File: config.mk
export PLATFORM = sky130hd
export DESIGN_NAME = mult_share_arbiter
export DESIGN_NICKNAME = d
export VERILOG_FILES = /design/src/rtl/mult_share_arbiter.sv
export SDC_FILE = /design/constraint.sdc
export NUM_CORES = 1
export LEC_CHECK = 0
export BUFFER_PORTS_ARGS = -buffer_cell sky130_fd_sc_hd__buf_2
export CAP_MARGIN = 20
export CORE_AREA = 2 2 98 100
export CTS_BUF_LIST = sky130_fd_sc_hd__clkbuf_4 sky130_fd_sc_hd__clkbuf_8 sky130_fd_sc_hd__clkbuf_16
export CTS_CLUSTER_DIAMETER = 100
export CTS_CLUSTER_SIZE = 14
export DETAILED_ROUTE_END_ITERATION = 6
export DIE_AREA = 0 0 100 102
export PLACE_DENSITY_LB_ADDON = 0.3
export REMOVE_ABC_BUFFERS = 1
export SETUP_SLACK_MARGIN = 0.02
export SYNTH_ARGS = -nofsm -noshare
export SYNTH_HDL_FRONTEND = slang
export SYNTH_SLANG_ARGS = --single-unit
File: constraint.sdc
create_clock -name clk -period 2.65 [get_ports clk]
set_clock_uncertainty 0.2 [all_clocks]
set_input_delay 0.3975 -clock clk [delete_from_list [all_inputs] [get_ports clk]]
set_output_delay 0.3975 -clock clk [all_outputs]
set_load 0.01 [all_outputs]
File: src/rtl/mult_share_arbiter.sv
// mult_share_arbiter: round-robin share of one multiplier; req_valid/req_ready/req_a/req_b in, mul_a/mul_b/mul_out to multiplier, res_valid/res_ready/res_id/res_data out, op_count of drained results
module mult_share_arbiter #(
  parameter int NUM_REQ   = 4,
  parameter int A_WIDTH   = 16,
  parameter int B_WIDTH   = 16,
  parameter int OUT_WIDTH = 32,
  parameter int ID_WIDTH  = $clog2(NUM_REQ),
  parameter int CNT_WIDTH = 16
) (
  input  logic                         clk,
  input  logic                         arst,
  input  logic [NUM_REQ-1:0]           req_valid,
  output logic [NUM_REQ-1:0]           req_ready,
  input  logic [NUM_REQ*A_WIDTH-1:0]   req_a,
  input  logic [NUM_REQ*B_WIDTH-1:0]   req_b,
  output logic [A_WIDTH-1:0]           mul_a,
  output logic [B_WIDTH-1:0]           mul_b,
  input  logic [OUT_WIDTH-1:0]         mul_out,
  output logic                         res_valid,
  input  logic                         res_ready,
  output logic [ID_WIDTH-1:0]          res_id,
  output logic [OUT_WIDTH-1:0]         res_data,
  output logic [CNT_WIDTH-1:0]         op_count
);
  localparam logic [ID_WIDTH:0]   NR   = (ID_WIDTH+1)'(NUM_REQ);
  localparam logic [ID_WIDTH-1:0] LAST = ID_WIDTH'(NUM_REQ-1);
  logic [ID_WIDTH-1:0] ptr, g, idx;
  logic [ID_WIDTH:0]   j;
  logic                gnt, slot_free, accept;
  always_comb begin
    gnt = 1'b0;
    g   = '0;
    j   = '0;
    idx = '0;
    for (int k = 0; k < NUM_REQ; k++) begin
      j   = {1'b0, ptr} + (ID_WIDTH+1)'(k);
      idx = (j >= NR) ? ID_WIDTH'(j - NR) : j[ID_WIDTH-1:0];
      if (!gnt && req_valid[idx]) begin
        gnt = 1'b1;
        g   = idx;
      end
    end
  end
  assign slot_free = !res_valid || res_ready;
  assign accept    = gnt && slot_free;
  assign req_ready = accept ? (NUM_REQ'(1) << g) : '0;
  assign mul_a     = gnt ? req_a[g*A_WIDTH +: A_WIDTH] : '0;
  assign mul_b     = gnt ? req_b[g*B_WIDTH +: B_WIDTH] : '0;
  always_ff @(posedge clk or posedge arst) begin
    if (arst) begin
      res_valid <= 1'b0;
      res_id    <= '0;
      res_data  <= '0;
      op_count  <= '0;
      ptr       <= '0;
    end else begin
      if (res_valid && res_ready) op_count <= op_count + CNT_WIDTH'(1);
      if (accept) begin
        res_valid <= 1'b1;
        res_id    <= g;
        res_data  <= mul_out;
        ptr       <= (g == LAST) ? '0 : g + 1'b1;
      end else if (res_ready) begin
        res_valid <= 1'b0;
      end
    end
  end
endmodule
==> summary.txt, run 1 <==
Status = finished, final reports clean
Post-synth ARST share = 100%
Distinct cells, synth = 32
# H-tree levels = 2
Clock Sinks = 53
Boundary Pins = 254
Power per standard cell area = 671 nW/um^2
Layout cells sized above 1 = 48.6%
Worst slack at placement = 0.150 ns
First-pass DRT Iterations = 6
Crit path setup slack, layout = 0.00466 ns
Setup TNS = 0 ns
Detailed Place HPWL = 8120 um
Die area = 10200 sq um
Largest net degree at the start of global routing = 33
Mapped Area = 3190 sq um
Slew of the pin with the lowest slew margin = 0.593 ns
Post-Route WL = 10200 um
Fin. max-slew vios = 0
Main flop type after synthesis = dfrtp_1
Yosys top cell by area = dfrtp_1
Final setup fails = 0
Final Cell Area = 4960 sq um
First-pass GRT wire length = 15500 um
Finished Layout Cells = 720
Overall global routing resource usage = 18.7%
GRT overflow = 0
Vias = 3461
CTS tree = built
Crit path time final = 2.65 ns
CTS root buf = clkbuf_8
Arrival @ worst endpoint = 2.05 ns
Hold_ws = 0.0852 ns
Initial DRC Count = 60
Gate Count Post-Synth = 344
Mean area per synthesized cell = 9.26 sq um
Crit Path Max Fanout = 7
Vias in the first global route = 3435
Syn. warnings = 0
CTS Buf Count = 5
Overall power = 3.33 mW
Starting Density = 35.0%
Synthesis-to-finish area growth = 55.7%
Port-buffer cells = 253
Nets = 780
Post-synthesis register bit count = 53
ANT cells = 0
Final Util = 54.5%
Most frequent cells in the layout = buf_2, nand2_1, mux2i_1, dfrtp_1, o22ai_1
Rows = 35
EDFF count, synth = 0
Maximum vdd drop = 330 uV
Avg Vias per Cell = 4.81
Chip width = 100 um
CP startpoint kind = flop
Final Cycle Share = 99.8%
Residual DRC = 0
Worst skew pair latency = 0.29 ns
Most common cell after layout, fill and taps aside = buf_2
Kind of critical path = reg -> out
Max Clk Rate = 378 MHz
Synth top area cells = dfrtp_1, mux2i_1, nand2_1, o22ai_1, xnor2_1
Max cap viols = 0
Slew margin rel. = 60.4%
Maximum clock path buffer count = 2
Antenna viol nets, final = 0
CP endpoint kind = output pin
Final hold vios = 0
Initial antenna violation count = 0
Die Y = 102 um
Worst-path clk slew = 0.09 ns
Worst hold path class = in -> reg
Leak Pwr = 2.89 nW
Worst EP required = 2.05 ns
Post-DP Area = 4650 sq um
Core ar. = 9110 sq um
Post-synth top area share = 41.6%
DP Cell Count = 703
RSZ-0062 raised after global routing = yes
Seq/Total Area, Yosys = 41.6%
Routed wire per std cell = 14.2 um
Global placement routability congestion = 0.794
[routing by layer]
layer  vias to the layer above  GRT usage (%)  wire, um
li1                       1720              -         -
met2                       161           36.0      5530
met1                      1570           20.6      3820
met5                         -              0         0
met4                         0           5.69       118
met3                        10           4.17       784
[path summary, 6_finish.rpt]
path / slack, ns / end / depth (start not counted) / from
max: 0.005 / mul_a[13] / 9 / ptr[0]
min: 0.09 / res_data[9] / 3 / mul_out[9]
max reg2reg: 0.72 / ptr[1] / 9 / ptr[0]
min reg2reg: 0.28 / res_data[1] / 2 / res_data[1]
max in group asynchronous: 1.18 / res_data[17] / 4 / arst
min in group asynchronous: 0.46 / res_data[23] / 3 / arst
[cell usage after synthesis (5+ instances only)]
master   number
nand4_1       5
nand2_1     105
nor2_1        5
o21ai_1       5
ha_1          5
xnor2_1      12
nand3_1       6
mux2i_1      64
dfrtp_1      53
buf_2        10
o22ai_1      32
[logic make-up (layout without fill, tap and decap cells)]
group | Yosys count | count (layout) | synth area share [%]
flops | 53 | 53 | 41.6
mux | 65 | 65 | 20.5
buf+inv | 26 | 291 | 4.87
simple gates | 138 | 138 | 18.6
compound gates | 42 | 42 | 8.36
fa+ha+maj | 5 | 5 | 1.96
xor+xnor | 15 | 15 | 4.12
[state kept, by name (all words and copies together) (netlist names)]
name / count
op_count: 16
ptr: 2
res_data: 32
res_id: 2
res_valid: 1
[what timing repair did]
| item | in CTS | in global routing |
|---|---|---|
| endpoints found under the setup margin | 34 | 36 |
| setup buffers | 4 | 0 |
| gates resized for setup | 10 | 13 |
| gates cloned | 3 | 1 |
| hold endpoints to repair | 21 | 0 |
| hold buffers | 1 | 0 |
| pin swaps | 5 | 1 |
[critical path, cell delays in order, from the launching register on]
cell and delay [ns]:
dfrtp_1 0.43, and3b_1 0.19, o21ai_1 0.12, o211ai_1 0.12, buf_4 0.19, buf_12 0.15
buf_8 0.12, mux2i_1 0.11, o22ai_1 0.16, buf_2 0.15
[layout make-up]
cell class	instances	area (sq um)
clock buffers	6	76.3
inverters	4	17.5
multi-input cells	265	1740
fillers	847	4150
well taps	111	139
repair buffers	279	1650
clock inverters	2	15.0
flip-flops and latches	53	1330
[power by group]
group / internal [mW] / total [mW] / switching (mW)
sequential: 0.932 / 1.04 / 0.106
clock: 0.197 / 0.449 / 0.253
combinational: 0.937 / 1.84 / 0.908
total: 2.07 / 3.33 / 1.27
Note: power is estimated with default switching activity, not from simulation.
==> run 2, diff against run 1 <==
--- a/config.mk
+++ b/config.mk
@@ -13,7 +13,7 @@
 export CTS_CLUSTER_SIZE = 14
 export DETAILED_ROUTE_END_ITERATION = 6
 export DIE_AREA = 0 0 100 102
-export PLACE_DENSITY_LB_ADDON = 0.3
+export PLACE_DENSITY = 0.84
 export REMOVE_ABC_BUFFERS = 1
 export SETUP_SLACK_MARGIN = 0.02
 export SYNTH_ARGS = -nofsm -noshare
==> constraint.sdc (replaced) <==
create_clock -name clk -period 3 [get_ports clk]
set_clock_uncertainty 0.2 [all_clocks]
set_input_delay 0.45 -clock clk [delete_from_list [all_inputs] [get_ports clk]]
set_output_delay 0.45 -clock clk [all_outputs]
set_load 0.01 [all_outputs]
==> run 2 against run 1 <==
Against the previous run:
- register-to-register slack improved by 0.22 ns
- largest cell class unchanged
- utilization is 2.9 points lower
- largest power group unchanged
- hold slack gained 0.040 ns
- routed wire length grew 8.0%
==> summary.txt, run 2 (synthesis gave the netlist of run 1 again) <==
Status = finished, final reports clean
GRT overflow = 0 (unchanged)
Crit path time final = 2.83 ns
Port-buffer cells = 253 (unchanged)
Biggest regs = res_data (32), op_count (16)
Max cap viols = 0 (unchanged)
Worst-path clk slew = 0.10 ns (about the same)
Arrival @ worst endpoint = 2.18 ns (+0.13 ns)
Global placement routability congestion = 0.860 (+8.4%)
Core ar. = 9110 sq um (unchanged)
Crit path setup slack, layout = 0.171 ns (+0.166 ns)
Initial antenna violation count = 0 (unchanged)
CP startpoint kind = flop
Starting Density = 35.0% (unchanged)
Layout cells sized above 1 = 46.5% (-2.1 points)
Post-Route WL = 11100 um (+8.0%)
Final Util = 51.6% (-2.9 points)
Avg Vias per Cell = 4.94 (+2.7%)
Detailed Place HPWL = 8810 um (+8.6%)
Worst skew pair latency = 0.30 ns (about the same)
Antenna viol nets, final = 0 (unchanged)
Worst EP required = 2.35 ns (+0.30 ns)
Clock Sinks = 53 (unchanged)
Post-DP Area = 4540 sq um (-2.5%)
Final Cell Area = 4700 sq um (-5.3%)
Most common cell after layout, fill and taps aside = buf_2
Final setup fails = 0 (unchanged)
Chip width = 100 um (unchanged)
CTS Buf Count = 5 (unchanged)
Crit Path Max Fanout = 32 (+25)
Overall global routing resource usage = 20.2% (+1.5 points)
First-pass DRT Iterations = 4 (-2)
Worst slack at placement = 0.276 ns (+0.126 ns)
ANT cells = 0 (unchanged)
Vias in the first global route = 3412 (-0.67%)
Vias = 3466 (+0.14%)
Maximum vdd drop = 217 uV (-34%)
Fin. max-slew vios = 0 (unchanged)
Initial DRC Count = 122 (+100%)
Largest net degree at the start of global routing = 54 (+64%)
Final Cycle Share = 94.3%
Nets = 762 (-2.3%)
CTS tree = built
Rows = 35 (unchanged)
Max Clk Rate = 353 MHz
First-pass GRT wire length = 16300 um (+5.6%)
Slew margin rel. = 56.0% (-4.4 points)
Worst hold path class = in -> reg
CTS root buf = clkbuf_8
Power per standard cell area = 604 nW/um^2 (-10%)
Kind of critical path = reg -> out
CP endpoint kind = output pin
Largest Register = res_data
Maximum clock path buffer count = 2 (unchanged)
Leak Pwr = 2.77 nW (-4.1%)
# H-tree levels = 2 (unchanged)
Setup TNS = 0 ns (unchanged)
RSZ-0062 raised after global routing = no
Die Y = 102 um (unchanged)
Synthesis-to-finish area growth = 47.4%
Most frequent cells in the layout = buf_2, nand2_1, mux2i_1, dfrtp_1, o22ai_1
Slew of the pin with the lowest slew margin = 0.657 ns (+0.0637 ns)
Final hold vios = 0 (unchanged)
Routed wire per std cell = 15.8 um (+11%)
Flip-flop count of the largest register after layout = 32 (unchanged)
Number of fill cells = 868 (+2.5%)
Setup bufs post-CTS = 0 (-4)
Boundary Pins = 254 (unchanged)
Residual DRC = 0 (unchanged)
Die area = 10200 sq um (unchanged)
run 2: critical path: stages (launching register included):
cell	delay (ns)
dfrtp_1	0.43
inv_1	0.11
a21boi_1	0.15
o211ai_4	0.41
nand2_1	0.16
buf_12	0.19
o22ai_1	0.22
buf_2	0.17
run 2: area by class of cell:
| cell class | instances | area, sq um | area share, % |
|---|---|---|---|
| flip-flops and latches | 53 | 1330 | 28.2 |
| repair buffers | 260 | 1370 | 29.2 |
| clock buffers | 6 | 76.3 | 1.62 |
| clock inverters | 2 | 38.8 | 0.826 |
| well taps | 111 | 139 | 2.96 |
| multi-input cells | 266 | 1730 | 36.8 |
| inverters | 4 | 15.0 | 0.320 |
run 2: where the power goes:
| group | leakage (nW) | switching [mW] | internal (mW) | total [mW] |
|---|---|---|---|---|
| clock network | 0.0588 | 0.232 | 0.260 | 0.492 |
| logic | 2.05 | 0.778 | 0.650 | 1.43 |
| registers | 0.658 | 0.0955 | 0.823 | 0.919 |
| total | 2.77 | 1.11 | 1.73 | 2.84 |
run 2: timing repair:
| item | CTS | global route |
|---|---|---|
| resized for setup | 0 | 2 |
| hold endpoints to repair | 0 | 18 |
| setup endpoints to repair | 0 | 34 |
| hold buffers | 0 | 1 |
run 2: path summary, 6_finish.rpt:
path	startpoint	cells after the start	slack (ns)	endpoint
worst max-delay path	ptr[1]	7	0.17	mul_b[10]
worst min-delay path	mul_out[28]	3	0.13	res_data[28]
worst max register to register	ptr[1]	7	0.94	ptr[1]
worst min register to register	res_data[10]	2	0.28	res_data[10]
max in group asynchronous	arst	4	1.60	ptr[0]
min in group asynchronous	arst	3	0.48	op_count[13]
run 2: layer usage:
metal | track usage [%] | up-vias | routed length [um]
met5 | 0 | - | 0
met4 | 5.06 | 0 | 153
met3 | 3.35 | 12 | 631
met2 | 37.6 | 162 | 5730
met1 | 24.5 | 1607 | 4550
li1 | - | 1685 | -
run 2: stage by stage:
step	hold slack [ns]	total power [mW]	instances
floorplan	0.307	1.85	322
global route	0.124	3.04	702
global placement	0.252	2.29	691
finish	0.125	2.84	702
detailed placement	0.257	2.34	691
CTS	0.121	2.84	699
